File: src/rtl/decode_stage_pkg.sv
// Shared decode definitions: default widths, opcode map and payload sizing.
package decode_stage_pkg;

  localparam int DEF_WORD_SIZE     = 16;
  localparam int DEF_OPCODE_SIZE   = 4;
  localparam int DEF_REG_ADDR_SIZE = 3;
  localparam int DEF_IMM_OUT_WIDTH = 16;
  localparam int DEF_PC_WIDTH      = 8;

  // Opcode map shared with execute; NOT..SHR are contiguous ALU operations.
  typedef enum logic [3:0] {
    OP_NOP    = 4'h0,
    OP_NOT    = 4'h1,
    OP_AND    = 4'h2,
    OP_OR     = 4'h3,
    OP_XOR    = 4'h4,
    OP_ADD    = 4'h5,
    OP_SUB    = 4'h6,
    OP_COMP   = 4'h7,
    OP_SHL    = 4'h8,
    OP_SHR    = 4'h9,
    OP_LOAD   = 4'hA,
    OP_STORE  = 4'hB,
    OP_BRANCH = 4'hC,
    OP_JUMP   = 4'hD,
    OP_HALT   = 4'hE,
    OP_RSVD   = 4'hF
  } opcode_e;

  // Width of the packed {pc, opcode, dest, src, small_imm, big_imm, is_alu, illegal} payload.
  function automatic int decode_payload_width(input int pc_w, input int op_w,
                                              input int reg_w, input int imm_w);
    return pc_w + op_w + 2 * reg_w + 2 * imm_w + 2;
  endfunction

endpackage

File: src/rtl/decode_stage_fields.sv
// Purely combinational split of an instruction word into decoded fields and extended immediates.
module decode_fields
  import decode_stage_pkg::*;
#(
  parameter int WORD_SIZE     = DEF_WORD_SIZE,
  parameter int OPCODE_SIZE   = DEF_OPCODE_SIZE,
  parameter int REG_ADDR_SIZE = DEF_REG_ADDR_SIZE,
  parameter int IMM_OUT_WIDTH = DEF_IMM_OUT_WIDTH,
  parameter int SIGN_EXTEND   = 1,
  parameter logic [2**OPCODE_SIZE-1:0] OPCODE_VALID_MASK = 16'h7FFF
) (
  input  logic [WORD_SIZE-1:0]     instr,
  output logic [OPCODE_SIZE-1:0]   opcode,
  output logic [REG_ADDR_SIZE-1:0] reg_dest,
  output logic [REG_ADDR_SIZE-1:0] reg_src,
  output logic [IMM_OUT_WIDTH-1:0] small_imm,
  output logic [IMM_OUT_WIDTH-1:0] big_imm,
  output logic                     is_alu,
  output logic                     illegal
);

  localparam int SMALL_IMM_SIZE = WORD_SIZE - OPCODE_SIZE - 2 * REG_ADDR_SIZE;
  localparam int BIG_IMM_SIZE   = REG_ADDR_SIZE + SMALL_IMM_SIZE;

  logic [SMALL_IMM_SIZE-1:0] small_field;
  logic [BIG_IMM_SIZE-1:0]   big_field;

  assign opcode      = instr[WORD_SIZE-1 -: OPCODE_SIZE];
  assign reg_dest    = instr[WORD_SIZE-OPCODE_SIZE-1 -: REG_ADDR_SIZE];
  assign reg_src     = instr[BIG_IMM_SIZE-1 -: REG_ADDR_SIZE];
  assign small_field = instr[SMALL_IMM_SIZE-1:0];
  assign big_field   = instr[BIG_IMM_SIZE-1:0];

  // A signed cast before widening replicates the field MSB; an unsigned one pads zeros.
  assign small_imm = (SIGN_EXTEND != 0) ? IMM_OUT_WIDTH'($signed(small_field))
                                        : IMM_OUT_WIDTH'(small_field);
  assign big_imm   = (SIGN_EXTEND != 0) ? IMM_OUT_WIDTH'($signed(big_field))
                                        : IMM_OUT_WIDTH'(big_field);

  assign is_alu  = opcode inside {OPCODE_SIZE'(OP_NOT), OPCODE_SIZE'(OP_AND), OPCODE_SIZE'(OP_OR),
                                  OPCODE_SIZE'(OP_XOR), OPCODE_SIZE'(OP_ADD), OPCODE_SIZE'(OP_SUB),
                                  OPCODE_SIZE'(OP_COMP), OPCODE_SIZE'(OP_SHL), OPCODE_SIZE'(OP_SHR)};
  assign illegal = ~OPCODE_VALID_MASK[opcode];

endmodule

File: src/rtl/decode_stage.sv
// Decode pipeline stage: one output register plus one skid register, valid/ready on both sides.
module decode_stage
  import decode_stage_pkg::*;
#(
  parameter int WORD_SIZE     = DEF_WORD_SIZE,
  parameter int OPCODE_SIZE   = DEF_OPCODE_SIZE,
  parameter int REG_ADDR_SIZE = DEF_REG_ADDR_SIZE,
  parameter int IMM_OUT_WIDTH = DEF_IMM_OUT_WIDTH,
  parameter int SIGN_EXTEND   = 1,
  parameter int PC_WIDTH      = DEF_PC_WIDTH,
  parameter logic [2**OPCODE_SIZE-1:0] OPCODE_VALID_MASK = 16'h7FFF
) (
  input  logic                     clk,
  input  logic                     reset,
  input  logic                     flush,
  input  logic                     in_valid,
  output logic                     in_ready,
  input  logic [WORD_SIZE-1:0]     in_instr,
  input  logic [PC_WIDTH-1:0]      in_pc,
  output logic                     out_valid,
  input  logic                     out_ready,
  output logic [PC_WIDTH-1:0]      out_pc,
  output logic [OPCODE_SIZE-1:0]   out_opcode,
  output logic [REG_ADDR_SIZE-1:0] out_reg_dest,
  output logic [REG_ADDR_SIZE-1:0] out_reg_src,
  output logic [IMM_OUT_WIDTH-1:0] out_small_imm,
  output logic [IMM_OUT_WIDTH-1:0] out_big_imm,
  output logic                     out_is_alu,
  output logic                     out_illegal
);

  localparam int PAYLOAD_W = decode_payload_width(PC_WIDTH, OPCODE_SIZE, REG_ADDR_SIZE, IMM_OUT_WIDTH);

  logic [OPCODE_SIZE-1:0]   dec_opcode;
  logic [REG_ADDR_SIZE-1:0] dec_reg_dest;
  logic [REG_ADDR_SIZE-1:0] dec_reg_src;
  logic [IMM_OUT_WIDTH-1:0] dec_small_imm;
  logic [IMM_OUT_WIDTH-1:0] dec_big_imm;
  logic                     dec_is_alu;
  logic                     dec_illegal;

  logic [PAYLOAD_W-1:0] in_payload;
  logic [PAYLOAD_W-1:0] out_reg;
  logic [PAYLOAD_W-1:0] skid_reg;
  logic                 out_valid_reg;
  logic                 skid_valid_reg;
  logic                 in_ready_reg;
  logic                 accept;
  logic                 load_out;

  decode_fields #(
    .WORD_SIZE         (WORD_SIZE),
    .OPCODE_SIZE       (OPCODE_SIZE),
    .REG_ADDR_SIZE     (REG_ADDR_SIZE),
    .IMM_OUT_WIDTH     (IMM_OUT_WIDTH),
    .SIGN_EXTEND       (SIGN_EXTEND),
    .OPCODE_VALID_MASK (OPCODE_VALID_MASK)
  ) u_fields (
    .instr     (in_instr),
    .opcode    (dec_opcode),
    .reg_dest  (dec_reg_dest),
    .reg_src   (dec_reg_src),
    .small_imm (dec_small_imm),
    .big_imm   (dec_big_imm),
    .is_alu    (dec_is_alu),
    .illegal   (dec_illegal)
  );

  assign in_payload = {in_pc, dec_opcode, dec_reg_dest, dec_reg_src,
                       dec_small_imm, dec_big_imm, dec_is_alu, dec_illegal};

  assign accept   = in_valid & in_ready_reg;
  assign load_out = ~out_valid_reg | out_ready;

  always_ff @(posedge clk) begin
    if (reset) begin
      out_reg        <= '0;
      skid_reg       <= '0;
      out_valid_reg  <= 1'b0;
      skid_valid_reg <= 1'b0;
      in_ready_reg   <= 1'b0;
    end else if (flush) begin
      out_valid_reg  <= 1'b0;
      skid_valid_reg <= 1'b0;
      in_ready_reg   <= 1'b1;
    end else if (load_out) begin
      // in_ready is low whenever the skid holds a word, so no accept can coincide with a skid drain.
      if (skid_valid_reg) begin
        out_reg        <= skid_reg;
        out_valid_reg  <= 1'b1;
        skid_valid_reg <= 1'b0;
      end else begin
        if (accept) begin
          out_reg <= in_payload;
        end
        out_valid_reg <= accept;
      end
      in_ready_reg <= 1'b1;
    end else begin
      if (accept) begin
        skid_reg       <= in_payload;
        skid_valid_reg <= 1'b1;
        in_ready_reg   <= 1'b0;
      end else begin
        in_ready_reg   <= ~skid_valid_reg;
      end
    end
  end

  assign in_ready  = in_ready_reg;
  assign out_valid = out_valid_reg;
  assign {out_pc, out_opcode, out_reg_dest, out_reg_src,
          out_small_imm, out_big_imm, out_is_alu, out_illegal} = out_reg;

endmodule

File: config.mk
export PLATFORM = sky130hd
export DESIGN_NAME = decode_stage
export DESIGN_NICKNAME = d
export VERILOG_FILES = /design/src/rtl/decode_stage_pkg.sv /design/src/rtl/decode_stage_fields.sv /design/src/rtl/decode_stage.sv
export SDC_FILE = /design/constraint.sdc
export NUM_CORES = 1
export LEC_CHECK = 0
export CORE_ASPECT_RATIO = 1.4
export CORE_UTILIZATION = 45
export DETAILED_ROUTE_END_ITERATION = 10
export HOLD_SLACK_MARGIN = 0.05
export PLACE_DENSITY = 0.75
export SLEW_MARGIN = 20
export SYNTH_ARGS = -nofsm -noshare
export SYNTH_HDL_FRONTEND = slang
export SYNTH_SLANG_ARGS = --single-unit
File: constraint.sdc
create_clock -name clk -period 1.7 [get_ports clk]
set_input_delay 0.255 -clock clk [delete_from_list [all_inputs] [get_ports clk]]
set_output_delay 0.255 -clock clk [all_outputs]
set_load 0.005 [all_outputs]
After elaboration in Yosys (flattened, before gate mapping)
Memories as Yosys holds them, arrays and structs flattened.
Index checks and enable logic that the tools add are counted.
{"block": "word_totals", "ff_bits": 107, "romBits": 16, "n_memories": 1, "input_bits": 29}
{"block": "op_classes", "n_mux": 7, "n_bitwise": 7, "n_reduce_logical": 6, "magnitude_cmp": 1, "n_eq_ne": 9}
{"name": "(no name shown)", "depth": 16, "width": 1, "rd": 1, "rd_ports_with_merged_regs": 0, "write_ports": 0, "line_no": "decode_stage_fields.sv:43", "rtl": "assign illegal = ~OPCODE_VALID_MASK[opcode];"}
{"op": "two-way mux 52 bit", "n": 2}
{"op": "equality test 4 x 3 -> 1 bit, second input constant", "n": 4}
{"op": "nonzero test 9 bit", "n": 1}
{"op": "equality test 4 x 2 -> 1 bit, second input constant", "n": 2}
{"op": "equality test 4 bit, second input constant", "n": 2}
{"op": "AND reduction 3 bit", "n": 2}
{"op": "< comparator 4 x 5 -> 1 bit, second input constant", "n": 1}
{"op": "two-way mux 1 bit", "n": 5}
{"op": "NOT 1 bit", "n": 5}
{"op": "equality test 4 x 1 -> 1 bit, second input constant", "n": 1}
{"op": "OR reduction 3 bit", "n": 1}
{"op": "nonzero test 2 bit", "n": 1}
{"op": "OR reduction 2 bit", "n": 1}
{"op": "bitwise AND 1 bit", "n": 1}
{"op": "OR 1 bit", "n": 1}

Longest topological paths before layout
{"block": "depth", "depth_word": 5, "mapped_depth": 5, "ltp_nobuf": 3}

By module
Synthesis repeated with hierarchy kept, for this count alone.
{"block": "unflattened", "hier_cells": 580, "hier_area_um2": 5724.2}
{"mod": "decode_stage", "instances": 1, "cells_per_inst": 534, "area_per_inst_um2": 5381.4}
{"mod": "decode_fields", "instances": 1, "cells_per_inst": 46, "area_per_inst_um2": 342.8}

Worst setup path before layout
OpenSTA, ideal clock, no wires.
{"block": "synth_timing", "path_type": "register -> register", "from": "register skid_valid_reg", "to": "register out_reg[18]", "slack_ns": 0.499, "synth_period_minus_slack_ns": 1.201, "t_arrival_ns": 1.064, "path_stages_with_launch": 6, "t_required_ns": 1.563, "cell_sequence": "dfxtp_1 > buf_6 > a21oi_4 > nor3_4 > buf_6 > a211oi_1"}
{"block": "synth_between", "elab_chain_len": 2}
{"item": "start: declaration", "line_no": "decode_stage.sv:46", "rtl": "logic skid_valid_reg;"}
{"item": "start signal: assignment", "line_no": "decode_stage.sv:80", "rtl": "skid_valid_reg <= 1'b0;"}
{"item": "start signal: assignment", "line_no": "decode_stage.sv:84", "rtl": "skid_valid_reg <= 1'b0;"}
{"item": "start signal: assignment", "line_no": "decode_stage.sv:91", "rtl": "skid_valid_reg <= 1'b0;"}
{"item": "nonzero test 2 bit (no line)"}
{"item": "AND reduction 3 bit (no line)"}
{"item": "end signal: assignment", "line_no": "decode_stage.sv:89", "rtl": "out_reg <= skid_reg;"}
{"item": "end signal: assignment", "line_no": "decode_stage.sv:94", "rtl": "out_reg <= in_payload;"}
{"item": "end: declaration", "line_no": "decode_stage.sv:43", "rtl": "logic [PAYLOAD_W-1:0] out_reg;"}
Parallel ways exist; a longest one is shown, timed or not.
A chain may end at the register's enable or synchronous reset.

==> impl_metrics.ini <==
[grt]
grt_first_pass_wirelength_um = 9650
antenna_found_initial = 0
grt_overflow_total = 0
grt_pass1_vias = 2081
grt_max_degree = 56
grt_usage = 0.201

[worst_setup_path]
end_kind = output port
r2r_start = skid_valid_reg$_SDFFE_PP0P_
critPathBufInv = 1
path_cells = clkdlybuf4s50_1
slowest_delay_ns = 0.57
r2r_end = out_reg[46]$_SDFFE_PP0P_
critPathMaxFanout = 10
crit_arrival_ns = 1.34
crit_required_ns = 1.44
critPathLaunch = out_reg[36]$_SDFFE_PP0P_
startpoint_type = flop
r2r_slack_ns = 0.43
critPathKind = reg -> out
slowest_stage = clkdlybuf4s50_1
path_delay_family = buffers and inverters
r2r_cells = 4

[floorplan]
io_pins = 83
die_x_um = 67.3
die_y_um = 93.4
num_rows = 32
initial_core_util = 0.476
core_area_um2 = 5650
dieArea_um2 = 6280

[placed_design]
io_buffer_count = 82
dp_slack_ns = 0.0546
place_congestion = 0.805
post-dp-hpwl_um = 3940
dp_cells = 389

[cts]
clk_latency_ns = 0.30
cts_root_buf = clkbuf_8
cts.sinks = 55
numCtsBuffers = 5
clockBufferDepth = 2
htreeDepth = 2
clk_pin_slew_ns = 0.09
cts_hold_buf = 0
cts_tree = built

[synth]
synthDistinctLibCells = 29
synth_nets = 311
synth_warnings = 0
synth_seq_cells = 55
syn_area_um2 = 2690
syn_avg_cell_area_um2 = 9.52
ys_seq_area_frac = 0.410
syn_inst = 282

[finish]
final_cells = 396
num_antenna_cells = 0
ff_latch_area_um2 = 1100
nFillCells = 472
post-route-util = 0.607
drive_gt1_frac = 0.0884
fin_nets = 357
multiInputGateArea_um2 = 1140
synthToLayoutAreaGrowth_pct = 27.7

[outcome]
status = finished clean

[route]
ant_nets = 0
drc_errors = 0
dr_total_vias = 2298
drt_iter0_markers = 121
vias_per_cell = 5.80
post_drt_wl_per_cell_um = 15.4
firstDrtPassIters = 4
wirelength_um = 6100

[worst_hold_path]
worstHoldPathCells = 3
hp-start = reset
hold_path_class = in -> reg
whs_endpoint = skid_reg[19]$_SDFFE_PP0P_

[sta]
fmax_mhz = 626
drv_slew = 0
rsz0062_at_grt = no
min_period_ns = 1.60
finalCritPeriodShare = 0.940
hold_viol = 0
worstMarginPinSlew_ns = 0.289
skew_ns = 0.00976
relSlewSlack = 0.805
worst_slack_ns = 0.102
finalSetupTns_ns = 0
setup_viol = 0

[power_and_ir_drop]
peakVddDrop_mv = 0.523
powerDensity_nw_per_um2 = 754
p_leak_uw = 0.00107
finalPower_uw = 2580

[run]
max_cap_viol_count = 0
-- where the power goes --
group / switching, uW / leakage, uW / internal, uW
sequential: 29.8 / 0.000448 / 1320
combinational: 169 / 0.000567 / 237
clock: 392 / 0.0000513 / 432
-- logic make-up (layout without fill, tap and decap cells) --
logic type | count (synthesis) | after routing | synth area share
and+or+nand+nor | 36 | 36 | 0.0792
buffers and inverters | 57 | 103 | 0.164
DFF | 55 | 55 | 0.410
AOI/OAI and AO/OA | 109 | 109 | 0.254
muxes | 25 | 25 | 0.0932
-- Yosys cell counts, drive strengths merged --
cell	count	area share
nor3	1	0.0061
and4b	1	0.0037
and4	1	0.0033
mux2i	25	0.093
clkbuf	8	0.011
nand2b	1	0.0023
a21oi	27	0.055
nor2b	1	0.0023
a311oi	1	0.0033
nor4	1	0.0023
o21ai	27	0.050
nand4b	1	0.0033
a211oi	26	0.080
a21o	1	0.0028
buf	48	0.15
nand3b	1	0.0028
a31oi	27	0.063
dfxtp	55	0.41
nand3	25	0.047
or4	1	0.0028
inv	1	0.0014
nand4	1	0.0023
nand2	1	0.0014
-- layer usage --
metal,up-vias,GRT usage,part of all wire
met5,-,0,0
met2,78,0.343,0.52
met1,1094,0.236,0.42
li1,1116,-,-
met4,0,0.105,0.020
met3,10,0.0293,0.044
-- through the flow --
stage,hold WS [ns],area (um^2)
2_1_floorplan,0.403,2690
3_3_place_gp,0.459,3320
3_5_place_dp,0.467,3320
4_1_cts,0.408,3430
5_1_grt,0.431,3430
6_report,0.411,3430
-- final cells by class --
| type | count | share of cell area |
|---|---|---|
| multi-input cells | 170 | 0.334 |
| repair buffers | 95 | 0.288 |
| clock buffers | 6 | 0.0212 |
| flip-flops and latches | 55 | 0.322 |
| inverters | 1 | 0.00109 |
| well taps | 68 | 0.0248 |
| clock inverters | 1 | 0.00876 |
-- layout by cell type, fill, tap and decap left out, types with 2 or more instances in the layout --
master           Yosys  final
o21ai_0             27     27
a211oi_2             4      4
clkbuf_8             0      5
nand3_1             25     25
dfxtp_1             55     53
clkdlybuf4s50_1      0     81
mux2i_1             25     25
a21oi_1             26     26
buf_12               2      6
buf_4               32      7
dfxtp_2              0      2
a211oi_1            22     22
a31oi_1             27     27
-- worst max path at each step --
stage	endpoint	slack, ns	cells after the start
2_1_floorplan	out_reg[18]$_SDFFE_PP0P_	0.50	5
3_3_place_gp	out_reg[1]$_SDFFE_PP0P_	0.09	5
3_5_place_dp	out_reg[35]$_SDFFE_PP0P_	0.05	5
4_1_cts	out_small_imm[10]	0.02	1
5_1_grt	out_big_imm[13]	0.005	1
6_report	out_big_imm[14]	0.10	1
-- what timing repair did --
| action | in CTS | in global routing |
|---|---|---|
| buffers inserted | 0 | 0 |
| resized for setup | 0 | 1 |
| endpoints found under the setup margin | 0 | 12 |
No activity file was read; power rests on OpenSTA's default activity.
